--- config.mk ---
export PLATFORM = sky130hd
export DESIGN_NAME = stream_out_ctrl
export DESIGN_NICKNAME = d
export VERILOG_FILES = /design/src/rtl/stream_out_ctrl.sv
export SDC_FILE = /design/constraint.sdc
export NUM_CORES = 1
export LEC_CHECK = 0
export ABC_AREA = 1
export BUFFER_PORTS_ARGS = -buffer_cell sky130_fd_sc_hd__buf_2
export CAP_MARGIN = 30
export CORE_MARGIN = 4
export CORE_UTILIZATION = 40
export DETAILED_ROUTE_END_ITERATION = 7
export GPL_TIMING_DRIVEN = 0
export PLACE_DENSITY = 0.64
export SYNTH_ARGS = -nofsm -noshare
export SYNTH_HDL_FRONTEND = slang
export SYNTH_SLANG_ARGS = --single-unit
--- constraint.sdc ---
create_clock -name clk -period 3.3 [get_ports clk]
set_input_delay 0.165 -clock clk [delete_from_list [all_inputs] [get_ports clk]]
set_output_delay 0.165 -clock clk [all_outputs]
set_load 0.01 [all_outputs]
--- src/rtl/stream_out_ctrl.sv ---
// Streams an encoded-HV burst from the upstream buffer to an AXI4-Stream master.
// Reads are issued only with free FIFO credit, so the 1-cycle read latency never overflows the skid FIFO.
module stream_out_ctrl #(
  parameter int DATA_W     = 128,
  parameter int ADDR_W     = 8,
  parameter int FIFO_DEPTH = 4
) (
  input  logic              clk,
  input  logic              rst,
  input  logic              start,
  input  logic [ADDR_W:0]   len,
  output logic              stream_v,
  output logic [ADDR_W-1:0] stream_a,
  input  logic [DATA_W-1:0] stream_d,
  output logic              m_axis_tvalid,
  input  logic              m_axis_tready,
  output logic [DATA_W-1:0] m_axis_tdata,
  output logic              m_axis_tlast,
  output logic              busy,
  output logic              done
);

  localparam int PW = $clog2(FIFO_DEPTH);
  localparam int CW = PW + 2;

  typedef enum logic [1:0] {IDLE, RUN, DONE} state_t;

  state_t              state;
  state_t              state_next;
  logic [ADDR_W:0]     len_q;
  logic [ADDR_W:0]     issued;
  logic [ADDR_W:0]     pop_cnt;
  logic                cap_v;
  logic [PW-1:0]       wr_ptr;
  logic [PW-1:0]       rd_ptr;
  logic [PW:0]         fifo_count;
  logic [DATA_W-1:0]   mem [FIFO_DEPTH];
  logic [CW-1:0]       credit_sum;
  logic                load;
  logic                issue_en;
  logic                push;
  logic                pop;

  // Words already buffered plus reads still travelling through the read latency.
  assign credit_sum    = CW'(fifo_count) + CW'(stream_v) + CW'(cap_v);
  assign push          = cap_v;
  assign m_axis_tvalid = (fifo_count != '0);
  assign pop           = m_axis_tvalid && m_axis_tready;
  assign m_axis_tdata  = m_axis_tvalid ? mem[rd_ptr] : '0;
  assign m_axis_tlast  = m_axis_tvalid && (pop_cnt == (len_q - (ADDR_W+1)'(1)));

  always_ff @(posedge clk or posedge rst) begin
    if (rst) state <= IDLE;
    else     state <= state_next;
  end

  always_comb begin
    state_next = state;
    load       = 1'b0;
    issue_en   = 1'b0;
    busy       = (state != IDLE);
    done       = (state == DONE);
    case (state)
      IDLE: begin
        if (start) begin
          if (len != '0) begin
            load       = 1'b1;
            state_next = RUN;
          end else begin
            state_next = DONE;
          end
        end
      end
      RUN: begin
        issue_en = (issued < len_q) && (credit_sum < CW'(FIFO_DEPTH));
        if (pop && m_axis_tlast) state_next = DONE;
      end
      DONE:    state_next = IDLE;
      default: state_next = IDLE;
    endcase
  end

  // Accepting a burst issues address 0 straight away; later issues follow the credit rule.
  always_ff @(posedge clk or posedge rst) begin
    if (rst) begin
      len_q    <= '0;
      issued   <= '0;
      pop_cnt  <= '0;
      stream_v <= 1'b0;
      stream_a <= '0;
      cap_v    <= 1'b0;
    end else begin
      cap_v <= stream_v;
      if (load) begin
        len_q    <= len;
        issued   <= (ADDR_W+1)'(1);
        pop_cnt  <= '0;
        stream_v <= 1'b1;
        stream_a <= '0;
      end else begin
        stream_v <= issue_en;
        if (issue_en) begin
          stream_a <= issued[ADDR_W-1:0];
          issued   <= issued + (ADDR_W+1)'(1);
        end
        if (pop) pop_cnt <= pop_cnt + (ADDR_W+1)'(1);
      end
    end
  end

  always_ff @(posedge clk or posedge rst) begin
    if (rst) begin
      wr_ptr     <= '0;
      rd_ptr     <= '0;
      fifo_count <= '0;
    end else begin
      if (push) wr_ptr <= wr_ptr + PW'(1);
      if (pop)  rd_ptr <= rd_ptr + PW'(1);
      case ({push, pop})
        2'b10:   fifo_count <= fifo_count + (PW+1)'(1);
        2'b01:   fifo_count <= fifo_count - (PW+1)'(1);
        default: fifo_count <= fifo_count;
      endcase
    end
  end

  always_ff @(posedge clk) begin
    if (push) mem[wr_ptr] <= stream_d;
  end

endmodule

==> qor.csv, run 1 <==
metric,value,unit
outcome,"complete, no violations",
Horiz. Die Dim,245,um
Worst-Skew Late Latency,0.63,ns
CTS Buf Count,58,
count of cell types in the netlist,35,
DIE AREA,60300,um^2
"commonest non-fill, non-tap cells in the layout","nor2_1 (541), edfxtp_1 (512), buf_2 (312)",
pin count of the biggest net entering global routing,37,
Fin. Hold Viols,0,
register area,16500,um^2
FF-to-FF setup slack,1.09,ns
Yosys reg bits,558,
area occupied by multi-input gates,5270,um^2
Nets,2530,
"most common cell after layout, fill and taps aside",nor2_1,
WP data arrival,2.65,ns
CTS tree,done,
clk_skew,0.0157,ns
1st-pass router iterations,5,
Overall Global Routing Usage,19.4,%
Setup Buffers After CTS,0,
Clock Tree Buf Depth,3,
CP max FO,10,
post-synthesis sequential area ratio,73.3,%
Hold Crit Class,in -> async,
DRC violations left,0,
I/O Pins,282,
Pleak,10.7,nW
die height,245,um
Core Area,55400,um^2
Worst setup SP type,flip-flop,
routed wire length,60400,um
antenna violations before repair,7,
FP Rows,86,
Final Core Density,51.6,%
PortBufs,281,
Post-Synthesis Cells,1872,
first-pass GRT wire length,91000,um
Worst-path clk slew,0.06,ns
Pins Over Slew Limit,0,
MaxCap Viol Count,0,
share of cells above drive strength 1,19.4,%
Post-Syn Area,22600,um^2
Synth Net Count,2031,
share of flip-flops with an asynchronous set or reset,8.24,%
area grow syn2layout,26.8,%
FMAX,355,MHz
Antenna Nets Post-Route,0,
fin crit period,2.82,ns
vias in the first global route,15600,
dominant synthesized flop cell,edfxtp_1,
Post-Layout Cell Count,3171,
DR vias,15900,
endpoints failing setup,0,
worst vdd ir,516,uV
DP HPWL,38400,um
power density over cell area,935,nW/um^2
Worst Max-Slew Pin Slew,0.686,ns
"EDFF count, synth",512,
Max-slew headroom,54.3,%
initial core utilization,40.7,%
DR iter-0 viols,1133,
htree depth,2,
GRT overflow,0,
routed vias/inst,5.02,
Setup crit end kind,output port,
Syn Area/Cell,12.0,um^2
Layout fillers,4750,
critical path type,reg -> out,
Syn. warnings,0,
RSZ-0062 raised after global routing,no,
Critical Path RT,3.13,ns
Inst Count DP,2920,
Clock Tree Root,clkbuf_16,
Final Cycle Share,85.4,%
DR WL/cell,19.1,um
GPL Wtd Cong,0.829,
clock sink count,558,
-- synthesized netlist by cell type, types with 2 or more instances --
library cell,instances,share of area [%]
xnor2_1,5,0.19
clkbuf_1,49,0.82
o21ai_2,6,0.23
buf_4,17,0.57
xor2_1,13,0.50
buf_6,2,0.10
nor3_1,4,0.089
nand4_1,10,0.28
inv_1,57,0.95
edfxtp_1,512,68
buf_2,31,0.69
nand3_2,3,0.13
o21ai_0,268,5.9
nand2_1,82,1.4
o21a_1,2,0.067
ha_1,17,0.94
dfrtp_1,46,5.1
nand2_2,2,0.055
nor2_1,541,9.0
inv_2,6,0.10
buf_1,9,0.15
nor2_4,2,0.10
a21oi_1,141,3.1
nor3_2,3,0.13
o21ai_1,12,0.27
nand3_1,23,0.51
-- metal layers --
metal | GRT usage [%] | up-vias | part of all wire, %
met2 | 32.4 | 514 | 48
met1 | 26.0 | 7732 | 42
li1 | - | 7571 | -
met3 | 4.62 | 83 | 7.7
met4 | 4.37 | 6 | 1.9
met5 | 0 | - | 0.068
-- metrics by stage --
step           total power, mW  cell area, um^2  TNS (ns)  worst slack, ns  hold slack, ns
3_3_place_gp              20.2            24900   -773.18            -1.56           0.375
5_1_grt                   28.4            28600         0            0.238          0.0522
2_1_floorplan             15.9            22600         0            0.293           0.264
6_report                  26.7            28600         0            0.481          0.0418
3_5_place_dp              20.4            25300         0             1.00           0.120
4_1_cts                   27.0            28600         0            0.322         0.00721
-- cells by family (layout without fill, tap and decap cells) --
family	count (synthesis)	after routing	share of synthesized area, %
flip-flops	558	558	73.3
adder cells (fa/ha/maj)	18	18	1.03
XOR/XNOR	18	18	0.699
buffers and inverters	172	719	3.39
other	0	4	0
AND/OR/NAND/NOR	675	675	11.9
AO/OA/AOI/OAI	431	431	9.74
-- path summary, 6_finish.rpt --
check                           cells after the start                      to                      start
worst max-delay path                                7        m_axis_tdata[44]  fifo_count[0]$_DFFE_PP0P_
worst min-delay path                                3  pop_cnt[8]$_DFFE_PP0P_                        rst
worst max register to register                      6   mem[3][107]$_DFFE_PP_            cap_v$_DFF_PP0_
worst min register to register                      0         cap_v$_DFF_PP0_         stream_v$_DFF_PP0_
max in group asynchronous                           4   wr_ptr[0]$_DFFE_PP0P_                        rst
min in group clk                                    5  pop_cnt[0]$_DFFE_PP0P_              m_axis_tready
-- flip-flops by register name, indices dropped and copies added (netlist names), 2 cells and up --
| register | cells |
|---|---|
| mem | 512 |
| issued | 9 |
| len_q | 9 |
| pop_cnt | 9 |
| stream_a | 8 |
| fifo_count | 3 |
| rd_ptr | 2 |
| state | 2 |
| wr_ptr | 2 |
-- power by group --
part	total [mW]	leakage (nW)	internal (mW)	switching [mW]
combinational	10.7	4.49	3.50	7.20
sequential	9.63	5.26	9.23	0.393
clock	6.40	0.908	3.67	2.74
-- layout make-up --
class	instances	area share, %
Sequential cell	558	57.8
Multi-Input combinational cell	1142	18.4
Timing Repair Buffer	439	11.1
Clock buffer	67	5.27
Tap cell	748	3.27
Buffer	109	1.85
Clock inverter	41	1.33
Inverter	63	0.880
Antenna cell	4	0.0350
-- critical path, stage by stage (launching register included) --
cell     delay (ns)
dfrtp_1        0.42
inv_2          0.09
nand3_2        0.14
inv_2          0.14
buf_2          0.40
buf_1          0.51
a21oi_1        0.14
buf_2          0.18
-- what timing repair did --
item                      4_1_cts  5_1_grt
hold endpoints to repair      568        0
resized for setup               0        0
hold buffers                  139        0
Note: power is estimated with default switching activity, not from simulation.
==> run 2, diff against run 1 <==
--- a/config.mk
+++ b/config.mk
@@ -13,6 +13,7 @@
 export DETAILED_ROUTE_END_ITERATION = 7
 export GPL_TIMING_DRIVEN = 0
 export PLACE_DENSITY = 0.64
+export REMOVE_ABC_BUFFERS = 1
 export SYNTH_ARGS = -nofsm -noshare
 export SYNTH_HDL_FRONTEND = slang
 export SYNTH_SLANG_ARGS = --single-unit
==> qor.csv, run 2 (same netlist as run 1, synthesis figures left out) <==
metric,value,unit
outcome,"complete, no violations",
Horiz. Die Dim,245,um
DRC violations left,0,
pin count of the biggest net entering global routing,105,
MaxCap Viol Count,0,
Pleak,10.5,nW
GPL Wtd Cong,0.797,
Worst setup SP type,flip-flop,
Hold Crit Class,in -> reg,
FMAX,332,MHz
worst vdd ir,594,uV
Clock Tree Root,clkbuf_16,
area occupied by multi-input gates,5270,um^2
Critical Path RT,3.13,ns
Worst-Skew Late Latency,0.62,ns
Clock Tree Buf Depth,3,
Worst Max-Slew Pin Slew,1.06,ns
hold path cells,2,
max reg flops,512,
area post-placement,24800,um^2
CTS tree,done,
DR iter-0 viols,970,
Antenna Nets Post-Route,0,
Worst-path clk slew,0.06,ns
Inst Count DP,2806,
share of cells above drive strength 1,18.2,%
critical path type,reg -> out,
Core Area,55400,um^2
worst r2r path cells,8,
"most common cell after layout, fill and taps aside",nor2_1,
power density over cell area,929,nW/um^2
Max-slew headroom,29.0,%
clk_skew,0.0168,ns
endpoints failing setup,0,
Pins Over Slew Limit,0,
FP Rows,86,
Final Cell Area,28200,um^2
routed wire length,55200,um
vias in the first global route,15200,
Hold EP,mem[3][31]$_DFFE_PP_,
htree depth,2,
Post-Layout Cell Count,3061,
CP max FO,68,
Largest Register,mem,
clock sink count,558,
FF-to-FF setup slack,0.82,ns
WP data arrival,2.84,ns
I/O Pins,282,
R2R Path End,fifo_count[1]$_DFFE_PP0P_,
first-pass GRT wire length,85600,um
Layout fillers,4666,
DIE AREA,60300,um^2
Fin. Hold Viols,0,
"commonest non-fill, non-tap cells in the layout","nor2_1 (541), edfxtp_1 (512), buf_2 (281)",
Nets,2419,
DP HPWL,29500,um
Overall Global Routing Usage,18.0,%
RSZ-0062 raised after global routing,no,
CTS Buf Count,58,
Final Cycle Share,91.2,%
fin crit period,3.01,ns
initial core utilization,40.7,%
Worst Hold Margin,0.295,ns
Hold Startpoint,stream_d[31],
antenna violations before repair,5,
DR vias,15300,
register area,16500,um^2
area grow syn2layout,24.9,%
Setup crit end kind,output port,
PortBufs,281,
Setup Buffers After CTS,0,
DR WL/cell,18.0,um
Reg2Reg Launch Point,fifo_count[0]$_DFFE_PP0P_,
GRT overflow,0,
routed vias/inst,5.00,
die height,245,um
1st-pass router iterations,5,
run 2: cell count changes in the layout (fill, tap and decap cells not counted), sizes merged:
| cell | delta |
|---|---|
| buf | -64 |
| clkinv | -5 |
| bufbuf | +1 |
| clkinvlp | -7 |
| inv | +10 |
| diode | +1 |
| dlygate4sd3 | +2 |
| clkbuf | -48 |
run 2: stage by stage:
step	setup WS, ns	utilization [%]	setup TNS (ns)	power (mW)
global route	0.0591	50.8	0	27.9
global placement	-13.03	44.0	-3059.36	17.5
detailed placement	0.622	44.8	0	19.7
floorplan	-4.79	-	-776.24	15.4
finish	0.291	50.8	0	26.2
CTS	0.0419	50.8	0	26.5
run 2: repair_timing:
item / CTS / global route
resized for setup: 0 / 3
endpoints found under the hold margin: 571 / 0
hold buffers: 141 / 0
gates cloned: 1 / 0
endpoints found under the setup margin: 11 / 29
pin swaps: 0 / 0
run 2: area by class of cell:
cell class / instances / area share (%)
diodes: 5 / 0.0444
clock buffers: 69 / 5.48
clock inverters: 39 / 1.27
inverters: 63 / 1.04
multi-input cells: 1142 / 18.7
flip-flops and latches: 558 / 58.7
well taps: 748 / 3.32
repair buffers: 437 / 11.5
run 2: worst max path at each step:
stage | startpoint | slack (ns) | to
floorplan | rd_ptr[0]$_DFFE_PP0P_ | -4.79 | m_axis_tdata[0]
global placement | rd_ptr[0]$_DFFE_PP0P_ | -13.03 | m_axis_tdata[95]
detailed placement | rd_ptr[0]$_DFFE_PP0P_ | 0.62 | m_axis_tdata[44]
CTS | rd_ptr[0]$_DFFE_PP0P_ | 0.04 | m_axis_tdata[51]
global route | rd_ptr[0]$_DFFE_PP0P_ | 0.06 | m_axis_tdata[33]
finish | rd_ptr[1]$_DFFE_PP0P_ | 0.29 | m_axis_tdata[82]
run 2: layer usage:
metal | GRT usage, % | up-vias | share of wire (%)
li1 | - | 7353 | -
met4 | 4.92 | 0 | 2.0
met1 | 23.6 | 7478 | 42
met3 | 4.27 | 81 | 6.4
met5 | 0 | - | 0
met2 | 30.1 | 406 | 49
run 2: where the power goes:
group	internal, mW	leakage (nW)	total [mW]	switching [mW]
Sequential	9.25	5.26	9.82	0.568
Combinational	3.30	4.27	9.84	6.54
Clock	3.74	0.931	6.50	2.75
Total	16.3	10.5	26.2	9.87
run 2: critical path, cell delays in order (launching register included):
cell,delay (ns)
dfrtp_4,0.80
inv_6,0.37
buf_16,0.33
nor2_1,0.16
o21ai_0,0.09
a21oi_1,0.19
buf_2,0.17
